File: config.mk
export PLATFORM = sky130hd
export DESIGN_NAME = mem_access_unit_flat
export DESIGN_NICKNAME = d
export VERILOG_FILES = /design/src/rtl/mem_access_unit_if.sv /design/src/rtl/mem_access_unit.sv /design/src/flat_wrapper.sv
export SDC_FILE = /design/constraint.sdc
export NUM_CORES = 1
export LEC_CHECK = 0
export CAP_MARGIN = 20
export CORE_MARGIN = 2
export CORE_UTILIZATION = 40
export DETAILED_ROUTE_END_ITERATION = 7
export DONT_BUFFER_PORTS = 1
export PLACE_DENSITY_LB_ADDON = 0.3
export REMOVE_ABC_BUFFERS = 1
export SLEW_MARGIN = 0
export SYNTH_ARGS = -nofsm -noshare
export SYNTH_HDL_FRONTEND = slang
export SYNTH_SLANG_ARGS = --single-unit
File: constraint.sdc
create_clock -name clk -period 1.85 [get_ports clk]
set_input_delay 0.185 -clock clk [delete_from_list [all_inputs] [get_ports clk]]
set_output_delay 0.185 -clock clk [all_outputs]
set_load 0.03 [all_outputs]
File: src/rtl/mem_access_unit_if.sv
// Word-wide data memory bus between the load/store unit (master) and data memory (slave).
// Request fields are registered in the master and held stable until bus_gnt.
interface mem_access_unit_if;
    logic        bus_req;
    logic        bus_we;
    logic [29:0] bus_addr;
    logic [3:0]  bus_be;
    logic [31:0] bus_wdata;
    logic        bus_gnt;
    logic        bus_rvalid;
    logic [31:0] bus_rdata;

    modport master (
        output bus_req,
        output bus_we,
        output bus_addr,
        output bus_be,
        output bus_wdata,
        input  bus_gnt,
        input  bus_rvalid,
        input  bus_rdata
    );

    modport slave (
        input  bus_req,
        input  bus_we,
        input  bus_addr,
        input  bus_be,
        input  bus_wdata,
        output bus_gnt,
        output bus_rvalid,
        output bus_rdata
    );
endinterface

File: src/rtl/mem_access_unit.sv
// Load/store unit: turns one decoded memory request into one or two word transfers,
// lane-shifting store data and sign/zero-extending load data for writeback.
module mem_access_unit (
    input  logic              clk,
    input  logic              rst,
    input  logic              mem_en,
    input  logic              mem_wr,
    input  logic [2:0]        mem_size,
    input  logic [31:0]       addr,
    input  logic [31:0]       wdata,
    output logic [31:0]       rdata,
    output logic              busy,
    output logic              done,
    output logic              err,
    mem_access_unit_if.master bus
);

    typedef enum logic [2:0] {
        IDLE,
        REQ0,
        RSP0,
        REQ1,
        RSP1
    } state_e;

    state_e      state_q, state_d;
    logic [1:0]  off_q, off_d;
    logic        wr_q, wr_d;
    logic [2:0]  size_q, size_d;
    logic        split_q, split_d;
    logic [29:0] waddr1_q, waddr1_d;
    logic [3:0]  be1_q, be1_d;
    logic [31:0] whi_q, whi_d;
    logic [31:0] lo_q, lo_d;
    logic [31:0] rdata_q, rdata_d;
    logic        done_q, done_d;
    logic        err_q, err_d;
    logic        bus_req_q, bus_req_d;
    logic        bus_we_q, bus_we_d;
    logic [29:0] bus_addr_q, bus_addr_d;
    logic [3:0]  bus_be_q, bus_be_d;
    logic [31:0] bus_wdata_q, bus_wdata_d;

    logic [3:0]  size_mask;
    logic [7:0]  lane_span;
    logic [63:0] w_shift;
    logic        req_legal;

    // Select the accessed bytes from the {hi, lo} word pair starting at the byte offset.
    function automatic logic [31:0] format_load(input logic [63:0] pair,
                                                input logic [1:0]  off,
                                                input logic [2:0]  size);
        logic [31:0] d;
        d = pair[{off, 3'b000} +: 32];
        case (size)
            3'b000:  format_load = {{24{d[7]}}, d[7:0]};
            3'b001:  format_load = {{16{d[15]}}, d[15:0]};
            3'b100:  format_load = {24'h0, d[7:0]};
            3'b101:  format_load = {16'h0, d[15:0]};
            default: format_load = d;
        endcase
    endfunction

    // Lanes spilling past bit 3 of lane_span belong to the following word.
    always_comb begin
        case (mem_size[1:0])
            2'b00:   size_mask = 4'b0001;
            2'b01:   size_mask = 4'b0011;
            default: size_mask = 4'b1111;
        endcase
        lane_span = {4'b0000, size_mask} << addr[1:0];
        w_shift   = {32'h0, wdata} << {addr[1:0], 3'b000};
        case (mem_size)
            3'b000, 3'b001, 3'b010: req_legal = 1'b1;
            3'b100, 3'b101:         req_legal = ~mem_wr;
            default:                req_legal = 1'b0;
        endcase
    end

    always_comb begin
        state_d     = state_q;
        off_d       = off_q;
        wr_d        = wr_q;
        size_d      = size_q;
        split_d     = split_q;
        waddr1_d    = waddr1_q;
        be1_d       = be1_q;
        whi_d       = whi_q;
        lo_d        = lo_q;
        rdata_d     = rdata_q;
        done_d      = 1'b0;
        err_d       = 1'b0;
        bus_req_d   = bus_req_q;
        bus_we_d    = bus_we_q;
        bus_addr_d  = bus_addr_q;
        bus_be_d    = bus_be_q;
        bus_wdata_d = bus_wdata_q;

        case (state_q)
            IDLE: begin
                if (mem_en) begin
                    if (!req_legal) begin
                        done_d = 1'b1;
                        err_d  = 1'b1;
                    end else begin
                        state_d     = REQ0;
                        off_d       = addr[1:0];
                        wr_d        = mem_wr;
                        size_d      = mem_size;
                        split_d     = |lane_span[7:4];
                        waddr1_d    = addr[31:2] + 30'd1;
                        be1_d       = lane_span[7:4];
                        whi_d       = w_shift[63:32];
                        bus_req_d   = 1'b1;
                        bus_we_d    = mem_wr;
                        bus_addr_d  = addr[31:2];
                        bus_be_d    = lane_span[3:0];
                        bus_wdata_d = w_shift[31:0];
                    end
                end
            end

            REQ0: begin
                if (bus.bus_gnt) begin
                    if (!wr_q) begin
                        bus_req_d = 1'b0;
                        state_d   = RSP0;
                    end else if (split_q) begin
                        // Second store word issues back-to-back without dropping bus_req.
                        state_d     = REQ1;
                        bus_addr_d  = waddr1_q;
                        bus_be_d    = be1_q;
                        bus_wdata_d = whi_q;
                    end else begin
                        bus_req_d = 1'b0;
                        state_d   = IDLE;
                        done_d    = 1'b1;
                    end
                end
            end

            RSP0: begin
                if (bus.bus_rvalid) begin
                    lo_d = bus.bus_rdata;
                    if (split_q) begin
                        state_d     = REQ1;
                        bus_req_d   = 1'b1;
                        bus_addr_d  = waddr1_q;
                        bus_be_d    = be1_q;
                        bus_wdata_d = whi_q;
                    end else begin
                        state_d = IDLE;
                        done_d  = 1'b1;
                        rdata_d = format_load({32'h0, bus.bus_rdata}, off_q, size_q);
                    end
                end
            end

            REQ1: begin
                if (bus.bus_gnt) begin
                    bus_req_d = 1'b0;
                    if (wr_q) begin
                        state_d = IDLE;
                        done_d  = 1'b1;
                    end else begin
                        state_d = RSP1;
                    end
                end
            end

            RSP1: begin
                if (bus.bus_rvalid) begin
                    state_d = IDLE;
                    done_d  = 1'b1;
                    rdata_d = format_load({bus.bus_rdata, lo_q}, off_q, size_q);
                end
            end

            default: begin
                state_d   = IDLE;
                bus_req_d = 1'b0;
            end
        endcase
    end

    always_ff @(posedge clk or negedge rst) begin
        if (!rst) begin
            state_q     <= IDLE;
            off_q       <= '0;
            wr_q        <= 1'b0;
            size_q      <= '0;
            split_q     <= 1'b0;
            waddr1_q    <= '0;
            be1_q       <= '0;
            whi_q       <= '0;
            lo_q        <= '0;
            rdata_q     <= '0;
            done_q      <= 1'b0;
            err_q       <= 1'b0;
            bus_req_q   <= 1'b0;
            bus_we_q    <= 1'b0;
            bus_addr_q  <= '0;
            bus_be_q    <= '0;
            bus_wdata_q <= '0;
        end else begin
            state_q     <= state_d;
            off_q       <= off_d;
            wr_q        <= wr_d;
            size_q      <= size_d;
            split_q     <= split_d;
            waddr1_q    <= waddr1_d;
            be1_q       <= be1_d;
            whi_q       <= whi_d;
            lo_q        <= lo_d;
            rdata_q     <= rdata_d;
            done_q      <= done_d;
            err_q       <= err_d;
            bus_req_q   <= bus_req_d;
            bus_we_q    <= bus_we_d;
            bus_addr_q  <= bus_addr_d;
            bus_be_q    <= bus_be_d;
            bus_wdata_q <= bus_wdata_d;
        end
    end

    assign rdata         = rdata_q;
    assign busy          = (state_q != IDLE);
    assign done          = done_q;
    assign err           = err_q;
    assign bus.bus_req   = bus_req_q;
    assign bus.bus_we    = bus_we_q;
    assign bus.bus_addr  = bus_addr_q;
    assign bus.bus_be    = bus_be_q;
    assign bus.bus_wdata = bus_wdata_q;

endmodule

File: src/flat_wrapper.sv
// flat-port wrapper written by rule: the top's interface ports become plain ports
module mem_access_unit_flat 
  (clk, rst, mem_en, mem_wr, mem_size, addr, wdata, rdata, busy, done, err, bus_bus_req, bus_bus_we, bus_bus_addr, bus_bus_be, bus_bus_wdata, bus_bus_gnt, bus_bus_rvalid, bus_bus_rdata);
  mem_access_unit_if bus_i ();
  input  logic clk;
  input  logic rst;
  input  logic mem_en;
  input  logic mem_wr;
  input  logic [2:0] mem_size;
  input  logic [31:0] addr;
  input  logic [31:0] wdata;
  output logic [31:0] rdata;
  output logic busy;
  output logic done;
  output logic err;
  output wire logic [$bits(bus_i.bus_req)-1:0] bus_bus_req;
  output wire logic [$bits(bus_i.bus_we)-1:0] bus_bus_we;
  output wire logic [$bits(bus_i.bus_addr)-1:0] bus_bus_addr;
  output wire logic [$bits(bus_i.bus_be)-1:0] bus_bus_be;
  output wire logic [$bits(bus_i.bus_wdata)-1:0] bus_bus_wdata;
  input wire logic [$bits(bus_i.bus_gnt)-1:0] bus_bus_gnt;
  input wire logic [$bits(bus_i.bus_rvalid)-1:0] bus_bus_rvalid;
  input wire logic [$bits(bus_i.bus_rdata)-1:0] bus_bus_rdata;
  assign bus_bus_req = bus_i.bus_req;
  assign bus_bus_we = bus_i.bus_we;
  assign bus_bus_addr = bus_i.bus_addr;
  assign bus_bus_be = bus_i.bus_be;
  assign bus_bus_wdata = bus_i.bus_wdata;
  assign bus_i.bus_gnt = bus_bus_gnt;
  assign bus_i.bus_rvalid = bus_bus_rvalid;
  assign bus_i.bus_rdata = bus_bus_rdata;
  mem_access_unit u_core (.clk(clk), .rst(rst), .mem_en(mem_en), .mem_wr(mem_wr), .mem_size(mem_size), .addr(addr), .wdata(wdata), .rdata(rdata), .busy(busy), .done(done), .err(err), .bus(bus_i));
endmodule
==> impl_metrics.ini, run 1 <==
[sta]
setup_viol = 67
finClkSkew_ns = 0.02879
rsz0062_at_grt = yes
slew_violations = 0
post-route-period-util_pct = 105.5
fin_crit_ns = 1.952
whs_ns = -0.5588
slew_headroom_pct = 45.89
finalWorstSetupSlack_ns = -0.1023
tightest_slew_ns = 0.8099
final_hold_viol_count = 200
fmax_mhz = 512.2
tns_ns = -2.447

[power]
peakVddDrop_mv = 0.7727
pwr-share-comb_pct = 46.4
p_seq_share_pct = 38.6
p_per_area_nw_per_um2 = 1820
power.share.switching_pct = 45.18
p_switching_uw = 11890
p_int_uw = 14420
p_leak_uw = 0.006112
pwr-share-clk_pct = 15.0

[worst_setup_path]
arrival_ns = 2.28
worstPathCellList = nor2_4, nand4_1, buf_4, a311o_2, buf_12, o41ai_2
cp.required_ns = 2.17
critPathSlowestCell = dfrtp_2
max_stage_delay_ns = 0.46
crit_path_end_kind = flop
path_max_fanout = 9
cp-start-kind = flop
crit_type = reg -> reg

[clock_tree]
cts_buffer_depth = 2
clk_latency_ns = 0.45
clock-sinks = 200
cts-root-buf = clkbuf_16
htreeDepth = 4
cts_buffers = 17
path_clk_slew_ns = 0.08
tritoncts = done

[place]
routabilityCongestion = 0.8301
place_hpwl_mm = 19.94
dp.cells = 1444
numPortBuffers = 0

[outcome]
status = complete, but fails checks
violations = negative hold slack, negative setup slack

[floorplanning]
die_w_um = 169.2
io_pins = 208
initial_core_util_pct = 40.60
die_area_um2 = 28620
chipHeight_um = 169.2
core_area_um2 = 26880
rows = 60

[synth]
synth_area_leaders = dfrtp_1 (46%), nand2_1 (9.1%), mux4_2 (7.2%)
synth-edff-count = 0
async_flop_share_pct = 100.0
syn_area_um2 = 10910
synth.top_cell.area_share_pct = 45.87
syn_inst = 1122
synth-warning-count = 0
synth_seq_cells = 200
synth_cell_types = 68
yosysTopAreaCell = dfrtp_1
ys_seq_area_share_pct = 45.87
syn_area_per_cell_um2 = 9.725
yosys_most_used_dff = dfrtp_1

[global_route]
grt_max_degree = 201
grt_util_all_layers_pct = 22.81
antenna_found_initial = 0
grt_overflow_total = 0
grt_first_pass_wirelength_mm = 51.63
grt_pass1_vias = 9173

[drt]
drt_pass1_iterations = 5
wl_mm = 36.79
ant_nets = 0
viasPerCell = 5.996
wl_per_cell_um = 22.72
route.detailed.drc = 0
drt_iter0_markers = 908
vias = 9707

[finish]
fillers = 2303
synthToLayoutAreaGrowth_pct = 32.51
fin_cells = 1619
final_nets = 1371
diodes = 0
drive_gt1_share_pct = 27.62

[hold_path]
hold_path_class = in -> async

[flow_run]
maxCapViolCount = 0
## area by class of cell
type,count,area [um2],area share [%]
clock buffers,17,425.4,2.942
well taps,341,426.7,2.951
inverters,7,26.28,0.1817
multi-input cells,826,5903,40.83
clock inverters,15,203.9,1.411
repair buffers,213,2461,17.02
flip-flops and latches,200,5012,34.67
## power groups by stage
stage / Combinational (uW) / Sequential [uW] / Clock (uW)
6_report: 12200 / 10200 / 3950
5_1_grt: 13200 / 10400 / 4190
4_1_cts: 9640 / 10000 / 4040
3_5_place_dp: 8990 / 10100 / 0
3_3_place_gp: 8820 / 10000 / 0
2_1_floorplan: 5670 / 9880 / 0
## cell usage in the layout (no fill, tap or decap), types with 6 or more instances in the layout
cell type / synthesis / routed
inv_1: 6 / 6
and3_1: 6 / 6
mux2i_1: 34 / 31
xor2_1: 12 / 11
nor2_1: 80 / 63
mux4_2: 35 / 35
nand4_1: 7 / 7
mux2_2: 52 / 48
or4_1: 11 / 11
and2_1: 8 / 7
o22a_1: 8 / 8
a31oi_1: 36 / 36
clkinv_8: 0 / 7
o21ai_1: 2 / 14
nor2b_1: 13 / 12
buf_12: 0 / 19
dlygate4sd3_1: 0 / 88
nand2_1: 264 / 245
o21ai_2: 1 / 8
dfrtp_1: 200 / 194
o31ai_1: 7 / 7
nor3_1: 13 / 12
o211ai_1: 15 / 15
buf_4: 8 / 63
a21oi_1: 21 / 21
nand2_2: 0 / 18
a221oi_2: 2 / 24
clkbuf_16: 0 / 34
buf_6: 2 / 21
o21ai_0: 72 / 53
nand3_1: 38 / 38
a22o_1: 7 / 7
nor2_2: 0 / 15
dfrtp_2: 0 / 6
## stage by stage
step / instance area (um2) / power, uW / setup WS (ns) / util, %
after floorplan: 10500 / 15550 / -1.972 / -
after global placement: 11670 / 18840 / -0.09304 / 43.41
after detailed placement: 11670 / 19060 / -0.1372 / 43.41
after CTS: 13370 / 23690 / -0.04197 / 49.76
after global routing: 14460 / 27740 / -0.1674 / 53.80
final: 14460 / 26310 / -0.1023 / 53.80
## final timing paths
check	startpoint	end	slack, ns	cells past startpoint
worst max register to register	u_core.state_q[0]$_DFFE_PN0P_	u_core.bus.bus_be[3]$_DFFE_PN0P_	-0.10	6
worst max-delay path	u_core.state_q[0]$_DFFE_PN0P_	u_core.bus.bus_be[3]$_DFFE_PN0P_	-0.10	6
worst min register to register	u_core.whi_q[18]$_DFFE_PN0P_	u_core.whi_q[18]$_DFFE_PN0P_	0.47	2
min in group clk	addr[30]	u_core.waddr1_q[29]$_DFFE_PN0P_	0.02	3
max in group asynchronous	rst	u_core.state_q[0]$_DFFE_PN0P_	2.00	0
worst min-delay path	rst	u_core.rdata[5]$_DFFE_PN0P_	-0.56	0
## worst max-delay path: cells and delay by family, from the launching register on
kind	cells	cell delay, ns
AND/OR/NAND/NOR	2	0.27
flip-flops	1	0.46
AO/OA/AOI/OAI	2	0.78
buffers and inverters	2	0.35
## layer usage
metal / track usage, % / routed length (um)
met1: 30.85 / 14820
met3: 6.250 / 3412
met5: 0 / 0
met4: 5.797 / 799
met2: 36.47 / 17760
## cells in the mapped netlist (8+ instances only)
library cell	n
nand2_1	264
dfrtp_1	200
nor2_1	80
o21ai_0	72
mux2_2	52
clkbuf_1	43
nand3_1	38
a31oi_1	36
mux4_2	35
mux2i_1	34
buf_2	30
a221oi_1	22
a21oi_1	21
o211ai_1	15
nor2b_1	13
nor3_1	13
xor2_1	12
or4_1	11
and2_1	8
buf_4	8
o2111ai_1	8
o22a_1	8
## logic make-up (layout without fill, tap and decap cells)
kind of cell / after synthesis / count (layout) / share of synthesized area, %
and+or+nand+nor: 464 / 464 / 19.05
AOI/OAI and AO/OA: 223 / 223 / 13.78
DFF: 200 / 200 / 45.87
muxes: 122 / 122 / 15.85
buffers and inverters: 96 / 252 / 4.059
xor gates and xnor gates: 16 / 16 / 1.284
adders and majority gates: 1 / 1 / 0.1146
## registers in the layout, summed over array words and instances (netlist names), 3 cells and up
name                  flops
u_core.bus.bus_addr      30
u_core.whi_q             24
u_core.rdata             32
u_core.size_q             3
u_core.state_q            3
u_core.waddr1_q          30
u_core.lo_q              32
u_core.bus.bus_be         4
u_core.bus.bus_wdata     32
u_core.be1_q              3
## timing repair
item | in CTS | in global routing
gates resized for setup | 19 | 131
hold buffers | 88 | 1
endpoints found under the hold margin | 361 | 202
setup buffers | 8 | 25
pin swaps | 11 | 20
endpoints found under the setup margin | 71 | 122
gates cloned | 1 | 21
Power figures use the tool's default switching activity.
==> run 2: changes to the inputs <==
Settings changed: CTS_CLUSTER_DIAMETER set to 200, SKIP_CTS_REPAIR_TIMING set to 1, SLEW_MARGIN 0 to 5.
==> impl_metrics.ini, run 2 (synthesized netlist as in run 1, its figures left out) <==
[floorplanning]
core_area_um2 = 26880
chipHeight_um = 169.2
die_area_um2 = 28620
initial_core_util_pct = 40.60
rows = 60
io_pins = 208
die_w_um = 169.2

[drt]
drt_iter0_markers = 753
route.detailed.drc = 0
vias = 9511
viasPerCell = 5.941
wl_mm = 35.56
ant_nets = 0
drt_pass1_iterations = 5
wl_per_cell_um = 22.21

[finish]
most-common-layout-cells = nand2_1 (241), dfrtp_1 (194), dlygate4sd3_1 (86)
drive_gt1_share_pct = 25.40
diodes = 0
synthToLayoutAreaGrowth_pct = 30.39
final_common_cell = nand2_1
fin_cells = 1601
fin_area_um2 = 14230
fillers = 2351
final_nets = 1353

[sta]
fin_crit_ns = 1.955
slew_headroom_pct = 43.24
post-route-period-util_pct = 105.7
finClkSkew_ns = 0.01945
finalWorstSetupSlack_ns = -0.1048
fmax_mhz = 511.6
tightest_slew_ns = 0.8496
whs_ns = -0.5718
slew_violations = 0
setup_viol = 65
rsz0062_at_grt = yes
final_hold_viol_count = 207

[power]
peakVddDrop_mv = 0.8109
p_per_area_nw_per_um2 = 1820
p_leak_uw = 0.006014
p_switching_uw = 11690
power.share.switching_pct = 45.12
pwr-share-comb_pct = 45.4
pwr-share-clk_pct = 15.3
p_seq_share_pct = 39.2
p_int_uw = 14210

[global_route]
grt_max_degree = 201
grt_util_all_layers_pct = 21.14
grt_pass1_vias = 8613
grt_first_pass_wirelength_mm = 47.87
grt_overflow_total = 0
antenna_found_initial = 0

[hold_path]
hold_path_class = in -> async

[clock_tree]
cts-root-buf = clkbuf_16
htreeDepth = 4
cts_buffers = 17
tritoncts = done
path_clk_slew_ns = 0.09
cts_buffer_depth = 2
clock-sinks = 200
clk_latency_ns = 0.45

[worst_setup_path]
reg2reg_from = u_core.state_q[1]$_DFFE_PN0P_
path_max_fanout = 11
startpoint = u_core.state_q[1]$_DFFE_PN0P_
crit_type = reg -> reg
rrSetupSlack_ns = -0.10
arrival_ns = 2.30
reg2reg_depth = 8
crit_path_end_kind = flop
cp-start-kind = flop
reg2reg_to = u_core.bus.bus_addr[25]$_DFFE_PN0P_
cp.required_ns = 2.20

[place]
dpl_cell_area_um2 = 11670
place_hpwl_mm = 19.94
dp.cells = 1444
routabilityCongestion = 0.8301
numPortBuffers = 0

[outcome]
status = complete, but fails checks
violations = negative hold slack, negative setup slack

[flow_run]
maxCapViolCount = 0
==> run 2: layout make-up <==
class / instances / area (um2) / area share [%]
multi-input combinational: 826 / 5874 / 41.29
sequential: 200 / 5012 / 35.23
timing repair buffer: 195 / 2258 / 15.87
tap: 341 / 426.7 / 2.999
clock buffer: 17 / 425.4 / 2.990
clock inverter: 15 / 203.9 / 1.433
inverter: 7 / 26.28 / 0.1847
==> run 2: worst max-delay path: stages (launching register included) <==
cell      delay, ns
dfrtp_2        0.46
and2b_1        0.18
o22a_1         0.23
a311oi_4       0.28
buf_6          0.18
buf_12         0.14
buf_12         0.14
nor2_1         0.05
a31oi_1        0.19
==> run 2: through the flow <==
stage                     power, uW  util, %  hold slack, ns  setup WS (ns)  setup TNS, ns
after floorplan               15550        -         -0.1106         -1.972        -232.21
after global placement        18840    43.41         -0.1036       -0.09304         -2.838
after detailed placement      19060    43.41         -0.1059        -0.1372         -4.204
after CTS                     23050    45.75         -0.5828        -0.1645         -5.839
after global routing          27350    52.94         -0.5879        -0.1724         -7.222
final                         25900    52.94         -0.5718        -0.1048         -2.180
==> run 2: power groups by stage <==
stage / sequential (uW) / combinational, uW / clock [uW]
final: 10200 / 11800 / 3970
after global routing: 10400 / 12800 / 4190
after CTS: 10000 / 9010 / 4040
after detailed placement: 10100 / 8990 / 0
after global placement: 10000 / 8820 / 0
after floorplan: 9880 / 5670 / 0
==> run 2: how the worst max path moves through the flow <==
stage                                           endpoint  depth (start not counted)
finish               u_core.bus.bus_addr[25]$_DFFE_PN0P_                          8
global route         u_core.bus.bus_addr[25]$_DFFE_PN0P_                          8
CTS                   u_core.bus.bus_addr[6]$_DFFE_PN0P_                          8
detailed placement   u_core.bus.bus_addr[24]$_DFFE_PN0P_                          8
global placement    u_core.bus.bus_wdata[28]$_DFFE_PN0P_                          8
floorplan           u_core.bus.bus_wdata[24]$_DFFE_PN0P_                          5
==> run 2: routing by layer <==
metal	part of all wire [%]	vias to the layer above	track usage [%]
li1	-	4296	-
met1	41	4749	28.09
met2	48	421	33.24
met3	9.1	45	6.483
met4	1.7	0	6.615
met5	0	-	0
==> run 3: changes to the inputs <==
Settings changed: CORE_UTILIZATION 40 to 58.
==> impl_metrics.ini, run 3 (synthesized netlist as in run 1, its figures left out) <==
[worst_setup_path]
crit_type = reg -> reg
worstPathCellList = and2b_1, o22a_1, buf_6, a311oi_4, buf_6, clkbuf_16, clkbuf_16, nor2_1, a31oi_1
reg2reg_depth = 9
startpoint = u_core.state_q[1]$_DFFE_PN0P_
endpoint = u_core.bus.bus_addr[21]$_DFFE_PN0P_
reg2reg_from = u_core.state_q[1]$_DFFE_PN0P_
cp.required_ns = 2.20
max_stage_delay_ns = 0.47
path_max_fanout = 6
reg2reg_to = u_core.bus.bus_addr[21]$_DFFE_PN0P_
arrival_ns = 2.38
critPathSlowestCell = dfrtp_2
cp-start-kind = flop
rrSetupSlack_ns = -0.18
crit_path_end_kind = flop

[finish]
fin_area_um2 = 13900
final_nets = 1360
most-common-layout-cells = nand2_1 (259), dfrtp_1 (195), dlygate4sd3_1 (88)
final_core_util_pct = 74.81
fin_cells = 1501
final_common_cell = nand2_1
diodes = 0
drive_gt1_share_pct = 23.44
synthToLayoutAreaGrowth_pct = 27.39

[clock_tree]
clock-sinks = 200
htreeDepth = 4
clk_latency_ns = 0.44
cts-root-buf = clkbuf_16
path_clk_slew_ns = 0.07
cts_buffer_depth = 2
cts_buffers = 17
tritoncts = done

[sta]
tightest_slew_ns = 0.4859
finClkSkew_ns = 0.01241
fin_crit_ns = 2.031
finalWorstSetupSlack_ns = -0.1807
post-route-period-util_pct = 109.8
whs_ns = -0.5591
slew_headroom_pct = 67.61
setup_viol = 94
final_hold_viol_count = 209
rsz0062_at_grt = yes
slew_violations = 0
fmax_mhz = 492.5

[global_route]
grt_util_all_layers_pct = 28.58
grt_overflow_total = 0
grt_max_degree = 201
antenna_found_initial = 0
grt_pass1_vias = 8677
grt_first_pass_wirelength_mm = 45.34

[drt]
ant_nets = 0
drt_iter0_markers = 1071
wl_per_cell_um = 22.68
vias = 9756
wl_mm = 34.05
route.detailed.drc = 0
viasPerCell = 6.500
drt_pass1_iterations = 5

[place]
numPortBuffers = 0
place_hpwl_mm = 18.85
dp.cells = 1344
dpl_cell_area_um2 = 11570
routabilityCongestion = 0.8652
dp_slack_ns = -0.2078

[power]
peakVddDrop_mv = 0.9995
p_leak_uw = 0.005894
p_per_area_nw_per_um2 = 1820
report.power.total_uw = 25290

[floorplanning]
chipHeight_um = 141.2
die_area_um2 = 19930
die_w_um = 141.2
rows = 50
initial_core_util_pct = 58.73
io_pins = 208
core_area_um2 = 18580

[outcome]
status = complete, but fails checks
violations = negative hold slack, negative setup slack

[flow_run]
maxCapViolCount = 0

[hold_path]
hold_path_class = in -> async
## run 3: cell count changes in the layout (fill, tap and decap cells not counted), moves of 4 or more
cell | previous run | this run
clkinv_8 | 7 | 2
nand2_1 | 241 | 259
o21ai_0 | 51 | 60
nand2_4 | 9 | 0
buf_6 | 11 | 16
o21ai_1 | 15 | 11
o21ai_2 | 9 | 4
a221oi_2 | 15 | 7
buf_4 | 59 | 65
nand2_2 | 14 | 5
clkbuf_16 | 33 | 27
a221oi_1 | 9 | 17
## run 3: worst max-delay path, delay by kind of cell (launching register included)
kind            cells  cell delay (ns)
compound gates      3             0.62
buf+inv             4             0.61
flops               1             0.47
simple gates        2             0.26
## run 3: where the power goes
group          switching (uW)  internal, uW
Clock                    1860          2080
Sequential               3710          6410
Combinational            5710          5520
Total                   11300         14000
## run 3: final cells by class
| cell class | count | area [um2] |
|---|---|---|
| multi-input combinational | 828 | 5746 |
| sequential | 200 | 5011 |
| fill | 1204 | 4679 |
| timing repair buffer | 200 | 2202 |
| clock buffer | 17 | 425.4 |
| tap | 234 | 292.8 |
| clock inverter | 15 | 197.7 |
| inverter | 7 | 26.28 |
## run 3: worst min-delay path by stage
stage	to	slack, ns	depth (start not counted)
2_1_floorplan	u_core.be1_q[0]$_DFFE_PN0P_	-0.11	0
3_3_place_gp	u_core.lo_q[17]$_DFFE_PN0P_	-0.11	0
3_5_place_dp	u_core.rdata[1]$_DFFE_PN0P_	-0.11	0
4_1_cts	u_core.bus.bus_addr[18]$_DFFE_PN0P_	-0.57	0
5_1_grt	u_core.rdata[17]$_DFFE_PN0P_	-0.58	0
6_report	u_core.lo_q[20]$_DFFE_PN0P_	-0.56	0
## run 3: through the flow
stage	setup TNS, ns	hold slack (ns)
after floorplan	-232.21	-0.1106
after detailed placement	-8.378	-0.1066
after CTS	-10.86	-0.5744
after global routing	-17.27	-0.5817
after global placement	-6.172	-0.1058
final	-7.322	-0.5591
## run 3: layer usage
metal | part of all wire (%) | global-route usage (%) | wire length (um) | vias up
li1 | - | - | - | 4312
met1 | 39 | 37.00 | 13210 | 4797
met2 | 49 | 46.32 | 16600 | 562
met3 | 9.7 | 8.084 | 3286 | 85
met4 | 2.8 | 10.26 | 947 | 0
met5 | 0 | 0 | 0 | -
